**config.mk**
```make
export PLATFORM = sky130hd
export DESIGN_NAME = fp_mult_pipe
export DESIGN_NICKNAME = d
export VERILOG_FILES = /design/src/rtl/fp_mult_pipe.sv
export SDC_FILE = /design/constraint.sdc
export NUM_CORES = 1
export LEC_CHECK = 0
export ABC_AREA = 1
export ABC_CLOCK_PERIOD_IN_PS = 6150
export CORE_MARGIN = 2
export CORE_UTILIZATION = 60
export DETAILED_ROUTE_END_ITERATION = 10
export HOLD_SLACK_MARGIN = 0.05
export MAX_ROUTING_LAYER = met4
export PLACE_DENSITY = 0.85
export REMOVE_ABC_BUFFERS = 1
export SKIP_CTS_REPAIR_TIMING = 1
export SLEW_MARGIN = 20
export SYNTH_ARGS = -nofsm -noshare
export SYNTH_HDL_FRONTEND = slang
export SYNTH_SLANG_ARGS = --single-unit
export TNS_END_PERCENT = 20
```
**constraint.sdc**
```tcl
create_clock -name clk -period 6.15 [get_ports clk]
set_input_delay 0.615 -clock clk [delete_from_list [all_inputs] [get_ports clk]]
set_output_delay 0.615 -clock clk [all_outputs]
set_load 0.005 [all_outputs]
```
**src/rtl/fp_mult_pipe.sv**
```systemverilog
// Pipelined floating-point multiplier, IEEE-754 style, flush-to-zero, round-to-nearest-even.
// Three stages: S1 unpack/classify/multiply, S2 normalise, S3 round/pack/flags (output register).
// All stages advance together when the output slot is empty or being drained.
//
// Ports:
//   clk, rst              clock, synchronous active-high reset
//   i_a, i_b, i_vld       operands {sign, exp, man} and their valid
//   o_rdy                 operands accepted this cycle when i_vld is high
//   o_res, o_res_vld      product and its valid
//   i_res_rdy             downstream accepts the result
//   exception             Inf/NaN result from Inf/NaN operand or invalid operation
//   overflow, underflow   finite operands saturated to Inf / flushed to zero
//   invalid               0 x Inf, or a NaN operand
module fp_mult_pipe #(
   parameter int unsigned EXP_W = 5,
   parameter int unsigned MAN_W = 10,
   localparam int unsigned W = 1 + EXP_W + MAN_W
) (
   input  logic         clk,
   input  logic         rst,
   input  logic [W-1:0] i_a,
   input  logic [W-1:0] i_b,
   input  logic         i_vld,
   output logic         o_rdy,
   output logic [W-1:0] o_res,
   output logic         o_res_vld,
   input  logic         i_res_rdy,
   output logic         exception,
   output logic         overflow,
   output logic         underflow,
   output logic         invalid
);

   localparam int unsigned ProdW = 2 * MAN_W + 2;
   // Exponent arithmetic carries two extra bits: one for sum headroom, one for sign.
   localparam int unsigned ExpW2 = EXP_W + 2;
   localparam logic [EXP_W-1:0] ExpOnes = '1;
   localparam logic [ExpW2-1:0] Bias = ExpW2'((1 << (EXP_W - 1)) - 1);
   localparam logic signed [ExpW2-1:0] ExpMax = ExpW2'((1 << EXP_W) - 1);
   localparam logic [W-1:0] QNan = {1'b0, ExpOnes, 1'b1, {(MAN_W - 1){1'b0}}};

   logic adv;

   // ---------------- S1: unpack, classify, multiply ----------------
   logic             a_sign, b_sign;
   logic [EXP_W-1:0] a_exp, b_exp;
   logic [MAN_W-1:0] a_man, b_man;
   logic             a_zero, b_zero, a_inf, b_inf, a_nan, b_nan, sign;
   logic             s1_spec_d, s1_exc_d, s1_inv_d;
   logic [W-1:0]     s1_spec_res_d;

   logic             s1_vld_q, s1_sign_q, s1_spec_q, s1_exc_q, s1_inv_q;
   logic [W-1:0]     s1_spec_res_q;
   logic [ProdW-1:0] s1_prod_q;
   logic [ExpW2-1:0] s1_exp_q;

   assign a_sign = i_a[W-1];
   assign b_sign = i_b[W-1];
   assign a_exp  = i_a[W-2 -: EXP_W];
   assign b_exp  = i_b[W-2 -: EXP_W];
   assign a_man  = i_a[MAN_W-1:0];
   assign b_man  = i_b[MAN_W-1:0];
   assign a_zero = (a_exp == '0);
   assign b_zero = (b_exp == '0);
   assign a_inf  = (a_exp == ExpOnes) && (a_man == '0);
   assign b_inf  = (b_exp == ExpOnes) && (b_man == '0);
   assign a_nan  = (a_exp == ExpOnes) && (a_man != '0);
   assign b_nan  = (b_exp == ExpOnes) && (b_man != '0);
   assign sign   = a_sign ^ b_sign;

   // Special cases resolved up front; the checks are in priority order.
   always_comb begin
      s1_spec_d     = 1'b1;
      s1_exc_d      = 1'b0;
      s1_inv_d      = 1'b0;
      s1_spec_res_d = '0;
      if (a_nan || b_nan || (a_zero && b_inf) || (b_zero && a_inf)) begin
         s1_spec_res_d = QNan;
         s1_exc_d      = 1'b1;
         s1_inv_d      = 1'b1;
      end else if (a_inf || b_inf) begin
         s1_spec_res_d = {sign, ExpOnes, {MAN_W{1'b0}}};
         s1_exc_d      = 1'b1;
      end else if (a_zero || b_zero) begin
         s1_spec_res_d = {sign, {(W - 1){1'b0}}};
      end else begin
         s1_spec_d = 1'b0;
      end
   end

   // ---------------- S2: normalise, guard/sticky ----------------
   logic             norm_hi;
   logic [ProdW-2:0] prod_n;
   logic [MAN_W-1:0] frac;
   logic             guard, sticky;

   logic             s2_vld_q, s2_sign_q, s2_spec_q, s2_exc_q, s2_inv_q;
   logic [W-1:0]     s2_spec_res_q;
   logic [MAN_W-1:0] s2_frac_q;
   logic             s2_guard_q, s2_sticky_q;
   logic [ExpW2-1:0] s2_exp_q;

   // Product of two [1,2) significands lies in [1,4); the MSB decides the extra exponent bit.
   // prod_n drops the leading one, so the fraction sits directly under its top.
   assign norm_hi = s1_prod_q[ProdW-1];
   assign prod_n  = norm_hi ? s1_prod_q[ProdW-2:0] : {s1_prod_q[ProdW-3:0], 1'b0};
   assign frac    = prod_n[ProdW-2 -: MAN_W];
   assign guard   = prod_n[MAN_W];
   assign sticky  = |prod_n[MAN_W-1:0];

   // ---------------- S3: round, pack, flags ----------------
   logic             inc, carry;
   logic [MAN_W:0]   man_r;
   logic [ExpW2-1:0] exp_r;
   logic [W-1:0]     res_d;
   logic             exc_d, ovf_d, unf_d, inv_d;

   logic [W-1:0]     res_q;
   logic             res_vld_q, exc_q, ovf_q, unf_q, inv_q;

   assign inc   = s2_guard_q & (s2_sticky_q | s2_frac_q[0]);
   assign man_r = {1'b0, s2_frac_q} + (MAN_W + 1)'(inc);
   assign carry = man_r[MAN_W];
   assign exp_r = s2_exp_q + ExpW2'(carry);

   // Empty slots load zeros so result and flags read clear whenever o_res_vld is low.
   always_comb begin
      res_d = '0;
      exc_d = 1'b0;
      ovf_d = 1'b0;
      unf_d = 1'b0;
      inv_d = 1'b0;
      if (s2_vld_q) begin
         if (s2_spec_q) begin
            res_d = s2_spec_res_q;
            exc_d = s2_exc_q;
            inv_d = s2_inv_q;
         end else if ($signed(exp_r) >= ExpMax) begin
            res_d = {s2_sign_q, ExpOnes, {MAN_W{1'b0}}};
            ovf_d = 1'b1;
         end else if (exp_r[ExpW2-1] || (exp_r == '0)) begin
            res_d = {s2_sign_q, {(W - 1){1'b0}}};
            unf_d = 1'b1;
         end else begin
            // On a rounding carry the low bits of man_r are already zero.
            res_d = {s2_sign_q, exp_r[EXP_W-1:0], man_r[MAN_W-1:0]};
         end
      end
   end

   // ---------------- Pipeline registers ----------------
   assign adv   = !res_vld_q || i_res_rdy;
   assign o_rdy = adv;

   always_ff @(posedge clk) begin
      if (rst) begin
         s1_vld_q      <= 1'b0;
         s1_sign_q     <= 1'b0;
         s1_spec_q     <= 1'b0;
         s1_exc_q      <= 1'b0;
         s1_inv_q      <= 1'b0;
         s1_spec_res_q <= '0;
         s1_prod_q     <= '0;
         s1_exp_q      <= '0;
         s2_vld_q      <= 1'b0;
         s2_sign_q     <= 1'b0;
         s2_spec_q     <= 1'b0;
         s2_exc_q      <= 1'b0;
         s2_inv_q      <= 1'b0;
         s2_spec_res_q <= '0;
         s2_frac_q     <= '0;
         s2_guard_q    <= 1'b0;
         s2_sticky_q   <= 1'b0;
         s2_exp_q      <= '0;
         res_q         <= '0;
         res_vld_q     <= 1'b0;
         exc_q         <= 1'b0;
         ovf_q         <= 1'b0;
         unf_q         <= 1'b0;
         inv_q         <= 1'b0;
      end else if (adv) begin
         s1_vld_q      <= i_vld;
         s1_sign_q     <= sign;
         s1_spec_q     <= s1_spec_d;
         s1_exc_q      <= s1_exc_d;
         s1_inv_q      <= s1_inv_d;
         s1_spec_res_q <= s1_spec_res_d;
         s1_prod_q     <= ProdW'({1'b1, a_man}) * ProdW'({1'b1, b_man});
         s1_exp_q      <= {2'b00, a_exp} + {2'b00, b_exp} - Bias;
         s2_vld_q      <= s1_vld_q;
         s2_sign_q     <= s1_sign_q;
         s2_spec_q     <= s1_spec_q;
         s2_exc_q      <= s1_exc_q;
         s2_inv_q      <= s1_inv_q;
         s2_spec_res_q <= s1_spec_res_q;
         s2_frac_q     <= frac;
         s2_guard_q    <= guard;
         s2_sticky_q   <= sticky;
         s2_exp_q      <= s1_exp_q + ExpW2'(norm_hi);
         res_q         <= res_d;
         res_vld_q     <= s2_vld_q;
         exc_q         <= exc_d;
         ovf_q         <= ovf_d;
         unf_q         <= unf_d;
         inv_q         <= inv_d;
      end
   end

   assign o_res     = res_q;
   assign o_res_vld = res_vld_q;
   assign exception = exc_q;
   assign overflow  = ovf_q;
   assign underflow = unf_q;
   assign invalid   = inv_q;

endmodule
```
==> flow_summary.ini, run 1 <==
[power_and_ir_drop]
power.leakage_nw = 4.77
vdd_drop_max_mv = 0.313
p_per_area_nw_per_um2 = 379

[cts]
tritoncts = built
clock_path_buffers = 2
clkLatencyLatePin_ps = 340
htreeDepth = 3
cts_buffers = 9
cts_root_buf = clkbuf_16
cts_sinks = 81
clkSlewWorstSetupHoldPaths_ps = 50

[yosys]
syn_area_sq_um = 8090
yosysTopAreaCell = dfxtp_1
synth-async-reset-ratio = 0
synth_top_area_share = 0.200
synthSimpleGateAreaFrac = 0.215
netlist-cell-type-count = 37
synth-compound-area-share = 0.107
synth-xor-area-share = 0.0272
synth_top_family_by_area = adder cells
yosys_warnings = 0
yosysSeqAreaShare = 0.200
ys_seq_elements = 81
ys.flop_type = dfxtp_1
synth_edf_count = 0
synth_area_leaders = dfxtp_1 20%, fa_1 20%, ha_1 11%
synth_adder_area_share = 0.315
muxShareOfSynthArea = 0
syn_inst = 1114
postSynthAreaPerCell_sq_um = 7.27

[timing]
skew_ps = 3.75
setup_slack_ps = 615
finalSetupViolCount = 0
fmax_ghz = 0.181
fin_hold_ws_ps = 457
tightest_slew_ps = 756
drv_slew = 0
grt_setup_unrepaired = no
hold_viol = 0
setup_tns_ps = 0
period_share = 0.900
min_period_ps = 5530
slew_headroom = 0.496

[route]
num_vias = 7024
drtIter0Drc = 516
ant_nets = 0
drc = 0
wirelength_microns = 17500
first_pass_iters = 5
detail_route.vias_per_cell = 5.30
avgRoutedWirePerCell_microns = 13.2

[place]
dpl_cell_area_sq_um = 8780
port_buffers = 57
place_congestion = 0.944
pre_cts_slack_ps = 308
place_hpwl_microns = 13500

[global_routing]
use_met2 = 0.451
gr-total-overflow = 0
grt_use_total = 0.268
use_met1 = 0.325
grt_pass1_wl_microns = 30900
antenna_found_initial = 0
grtUsageMet3 = 0.0642
grt_pass1_vias = 7141
grt-busiest-layer = met2
grt_max_degree = 86

[finish]
drive_gt1_frac = 0.0444
final.fill_count = 1103
multi_input_area_sq_um = 5380
mostFrequentLayoutCells = 239 x inv_1, 230 x nand2_1, 81 x fa_1, 81 x dfxtp_1, 76 x nor2_1
fin_area_sq_um = 9050
diodes = 0
area_growth_pct = 11.8
seq_area_sq_um = 1620
layout_commonest_cell = inv_1
nNetsFinal = 1335

[job]
maxCapViolCount = 0

[min_path]
hold_start = s1_spec_res_q[15]$_SDFFE_PP0P_
hold_path_depth = 2
hold_class = flip-flop to flip-flop
hold_end = s2_spec_res_q[15]$_SDFFE_PP0P_

[setup_path]
r2r-end = o_res[14]$_SDFFE_PP0P_
r2r-start = s2_frac_q[0]$_SDFFE_PP0P_
cp_max_fo = 12
cp-start-kind = input pin
cp_data_arrival_time_ps = 5770
required_ps = 6390
worstSetupPathType = input pin to flip-flop
reg2regPathDepth = 19
cp-end-kind = flip-flop
r2r_slack_ps = 2790

[floorplan]
fp.dieH_microns = 120
core.rowCount = 42
start_util = 0.614
core_area_sq_um = 13200
io_pins = 58
dieWidth_microns = 120
dieArea_sq_um = 14400

[run_status]
status = finished clean
## state kept, by name, summed over array words and instances, names as in the netlist, 2 cells and up
| register | count |
|---|---|
| s1_prod_q | 22 |
| o_res | 16 |
| s2_frac_q | 10 |
| s1_exp_q | 7 |
| s2_exp_q | 7 |
| s1_spec_res_q | 2 |
| s2_spec_res_q | 2 |
## cell type report
cell class	count	share of cell area
clock inverters	3	0.00166
well taps	176	0.0243
inverters	242	0.100
repair buffers	67	0.0713
flip-flops and latches	81	0.179
multi-input cells	743	0.594
clock buffers	13	0.0288
## worst max-delay path, stage by stage
cell and delay, ps:
clkdlybuf4s50_1 780, inv_1 150, fa_1 550, inv_1 60
fa_1 520, fa_1 530, fa_1 560, inv_1 60
fa_1 530, inv_1 40, ha_1 350, nand2_1 140
nor2_1 160, nand3_1 100, nand3_1 200, nand2_1 110
nand3_1 90, nand3_1 100, nand2_1 100, inv_1 40
## cells in the mapped netlist (2+ instances only)
master and number:
nand4_1 12, or2_2 6, nand3_1 56, o211ai_1 6, ha_1 74, nor3_1 12, nand2_2 8, inv_1 240
a31oi_1 13, o21bai_1 11, a21oi_1 53, o21ai_0 60, inv_2 2, a21o_1 4, xnor2_1 7, xor2_1 15
nor4_1 2, nor2_1 77, nor2_2 3, o21a_1 3, clkbuf_1 43, dfxtp_1 81, fa_1 81, buf_2 3
nand2_1 230
## logic make-up after synthesis
kind of cell	count (synthesis)
AND/OR/NAND/NOR	411
buffers and inverters	290
adder cells (fa/ha/maj)	155
AO/OA/AOI/OAI	154
flip-flops	81
XOR/XNOR	23
## how the worst max path moves through the flow
stage | cells past startpoint | slack (ps) | startpoint | to
floorplan | 22 | 1490 | i_b[9] | s1_prod_q[16]$_SDFFE_PP0P_
global placement | 20 | 440 | i_a[7] | s1_prod_q[21]$_SDFFE_PP0P_
detailed placement | 20 | 310 | i_a[1] | s1_prod_q[21]$_SDFFE_PP0P_
CTS | 20 | 660 | i_a[1] | s1_prod_q[21]$_SDFFE_PP0P_
global route | 20 | 340 | i_b[5] | s1_prod_q[21]$_SDFFE_PP0P_
finish | 20 | 620 | i_a[1] | s1_prod_q[17]$_SDFFE_PP0P_
## per-stage QoR
stage | utilization | cells | total power (W)
finish | 0.686 | 1325 | 0.00343
floorplan | - | 1066 | 0.00239
global route | 0.686 | 1325 | 0.00382
CTS | 0.686 | 1325 | 0.00344
global placement | 0.665 | 1309 | 0.00288
detailed placement | 0.665 | 1309 | 0.00293
## power by group
group          switching [W]  internal [W]
clock               0.000203      0.000293
combinational        0.00138      0.000853
sequential         0.0000744      0.000624
total                0.00166       0.00177
## per-layer routing
metal / share of wire / up-vias
met2: 0.50 / 182
met4: 0.019 / 0
met3: 0.055 / 36
met1: 0.43 / 3324
met5: 0 / -
li1: - / 3482
No activity file was read; power rests on OpenSTA's default activity.
==> run 2, diff against run 1 <==
--- a/config.mk
+++ b/config.mk
@@ -7,6 +7,7 @@
 export LEC_CHECK = 0
 export ABC_AREA = 1
 export ABC_CLOCK_PERIOD_IN_PS = 6150
+export CAP_MARGIN = 20
 export CORE_MARGIN = 2
 export CORE_UTILIZATION = 60
 export DETAILED_ROUTE_END_ITERATION = 10
==> results of run 2 <==
Final layout, timing and power as in run 1 (identical DEF).
==> run 3, diff against run 2 <==
--- a/config.mk
+++ b/config.mk
@@ -10,6 +10,7 @@
 export CAP_MARGIN = 20
 export CORE_MARGIN = 2
 export CORE_UTILIZATION = 60
+export CTS_BUF_LIST = sky130_fd_sc_hd__clkbuf_8
 export DETAILED_ROUTE_END_ITERATION = 10
 export HOLD_SLACK_MARGIN = 0.05
 export MAX_ROUTING_LAYER = met4
==> constraint.sdc (replaced) <==
create_clock -name clk -period 6.15 [get_ports clk]
set_input_delay 0.615 -clock clk [delete_from_list [all_inputs] [get_ports clk]]
set_output_delay 0.615 -clock clk [all_outputs]
set_load 0.05 [all_outputs]
==> run 3 against run 2 <==
Count of clock-buffer cells in the layout is 2 lower. Combinational power hardly changed. Utilization is 0.77 points lower. Hold slack better by 3.2 ps. Global-route usage is 0.41 points lower. Via count is 0.43% lower. Die area stayed put. Worst setup slack better by 46 ps. First-iteration DRC count stayed put. Critical path depth stayed put. Final cell count stayed put. Largest power group unchanged.
==> flow_summary.ini, run 3 (same netlist as run 1, synthesis figures left out) <==
[cts]
cts_root_buf = clkbuf_8
cts_buffers = 9
htreeDepth = 3
clkSlewWorstSetupHoldPaths_ps = 70
clock_path_buffers = 2
tritoncts = built
clkLatencyLatePin_ps = 360
cts_sinks = 81

[place]
place_hpwl_microns = 13500
pre_cts_slack_ps = 308
place_congestion = 0.944
port_buffers = 57

[finish]
mostFrequentLayoutCells = 241 x inv_1, 230 x nand2_1, 81 x fa_1, 81 x dfxtp_1, 76 x nor2_1
final.fill_count = 1116
largest_register_ffs = 22
layout_commonest_cell = inv_1
area_growth_pct = 10.6
diodes = 0
drive_gt1_frac = 0.0444
max_flop_register = s1_prod_q
nNetsFinal = 1335

[power_and_ir_drop]
p_per_area_nw_per_um2 = 368
power.leakage_nw = 4.74
vdd_drop_max_mv = 0.320

[timing]
hold_viol = 0
period_share = 0.892
finalSetupViolCount = 0
fmax_ghz = 0.182
grt_setup_unrepaired = no
min_period_ps = 5490
slew_headroom = 0.512
setup_slack_ps = 661
setup_tns_ps = 0
tightest_slew_ps = 732
skew_ps = 8.17
drv_slew = 0

[floorplan]
core.rowCount = 42
dieWidth_microns = 120
core_area_sq_um = 13200
start_util = 0.614
io_pins = 58
fp.dieH_microns = 120
dieArea_sq_um = 14400

[setup_path]
cp_data_arrival_time_ps = 5750
path_cells = clkdlybuf4s50_1 > inv_1 > fa_1 > inv_1 > fa_1 > fa_1 > fa_1 > inv_1 > fa_1 > inv_1 > ha_1 > nand2_1 > nor2_1 > nand3_1 > nand3_1 > nand2_1 > nand3_1 > nand3_1 > nand2_1 > inv_1
max_stage_delay_ps = 780
cp-end-kind = flip-flop
startpoint = i_a[1]
reg2regPathDepth = 18
required_ps = 6410
worstSetupPathType = input pin to flip-flop
r2r-start = s2_frac_q[0]$_SDFFE_PP0P_
cp_slowest_cell = clkdlybuf4s50_1
cp_max_fo = 12
cp-start-kind = input pin
r2r-end = o_res[7]$_SDFFE_PP0P_
crit_end = s1_prod_q[17]$_SDFFE_PP0P_
r2r_slack_ps = 2890

[route]
first_pass_iters = 5
num_vias = 6994
drc = 0
detail_route.vias_per_cell = 5.28
avgRoutedWirePerCell_microns = 13.0
wirelength_microns = 17200
ant_nets = 0
drtIter0Drc = 516

[global_routing]
grt_pass1_wl_microns = 30600
grt-busiest-layer = met2
use_met2 = 0.442
grt_pass1_vias = 7067
grt_use_total = 0.264
gr-total-overflow = 0
grtUsageMet3 = 0.0651
antenna_found_initial = 0
use_met1 = 0.325
grt_max_degree = 86

[job]
maxCapViolCount = 0

[min_path]
hold_class = flip-flop to flip-flop

[run_status]
status = finished clean
-- run 3: cell types whose count changed in the layout (fill, tap and decap cells not counted), sizes merged --
cell	delta
clkbuf	-2
inv	+2
-- run 3: where the power goes --
part | total (W) | switching (W) | leakage, nW | internal, W
registers | 0.000696 | 0.0000729 | 0.665 | 0.000623
clock network | 0.000351 | 0.000187 | 0.101 | 0.000164
logic | 0.00224 | 0.00139 | 3.97 | 0.000853
-- run 3: routing by layer --
layer | share of wire | vias up
met4 | 0.017 | 0
met1 | 0.43 | 3310
met3 | 0.059 | 31
met5 | 0 | -
met2 | 0.49 | 172
li1 | - | 3481
-- run 3: stage by stage --
stage	power, W	instances	instance area, sq um	hold WS (ps)	utilization
floorplan	0.00240	1066	7900	426	-
global placement	0.00289	1309	8780	442	0.665
detailed placement	0.00294	1309	8780	452	0.665
CTS	0.00329	1325	8950	461	0.679
global route	0.00368	1325	8950	487	0.679
finish	0.00329	1325	8950	460	0.679
-- run 3: layout make-up --
class / instances / area, sq um / share of cell area
clock buffers: 11 / 151 / 0.0169
clock inverters: 5 / 22.5 / 0.00252
inverters: 242 / 908 / 0.101
multi-input cells: 743 / 5380 / 0.601
flip-flops and latches: 81 / 1620 / 0.181
well taps: 176 / 220 / 0.0246
repair buffers: 67 / 646 / 0.0721
-- run 3: worst min-delay path by stage --
stage | startpoint | end | slack, ps | cells after the start
finish | s1_spec_res_q[15]$_SDFFE_PP0P_ | s2_spec_res_q[15]$_SDFFE_PP0P_ | 460 | 2
global route | o_res[14]$_SDFFE_PP0P_ | o_res[14]$_SDFFE_PP0P_ | 490 | 2
CTS | s1_spec_res_q[15]$_SDFFE_PP0P_ | s2_spec_res_q[15]$_SDFFE_PP0P_ | 460 | 2
detailed placement | s1_spec_res_q[15]$_SDFFE_PP0P_ | s2_spec_res_q[15]$_SDFFE_PP0P_ | 450 | 2
global placement | s2_sign_q$_SDFFE_PP0P_ | s2_sign_q$_SDFFE_PP0P_ | 440 | 2
floorplan | s2_sign_q$_SDFFE_PP0P_ | s2_sign_q$_SDFFE_PP0P_ | 430 | 2
-- run 3: critical path, delay by kind of cell --
| kind | cells | cell delay (ps) |
|---|---|---|
| simple gates | 8 | 970 |
| buf+inv | 6 | 1120 |
| fa+ha+maj | 6 | 3040 |
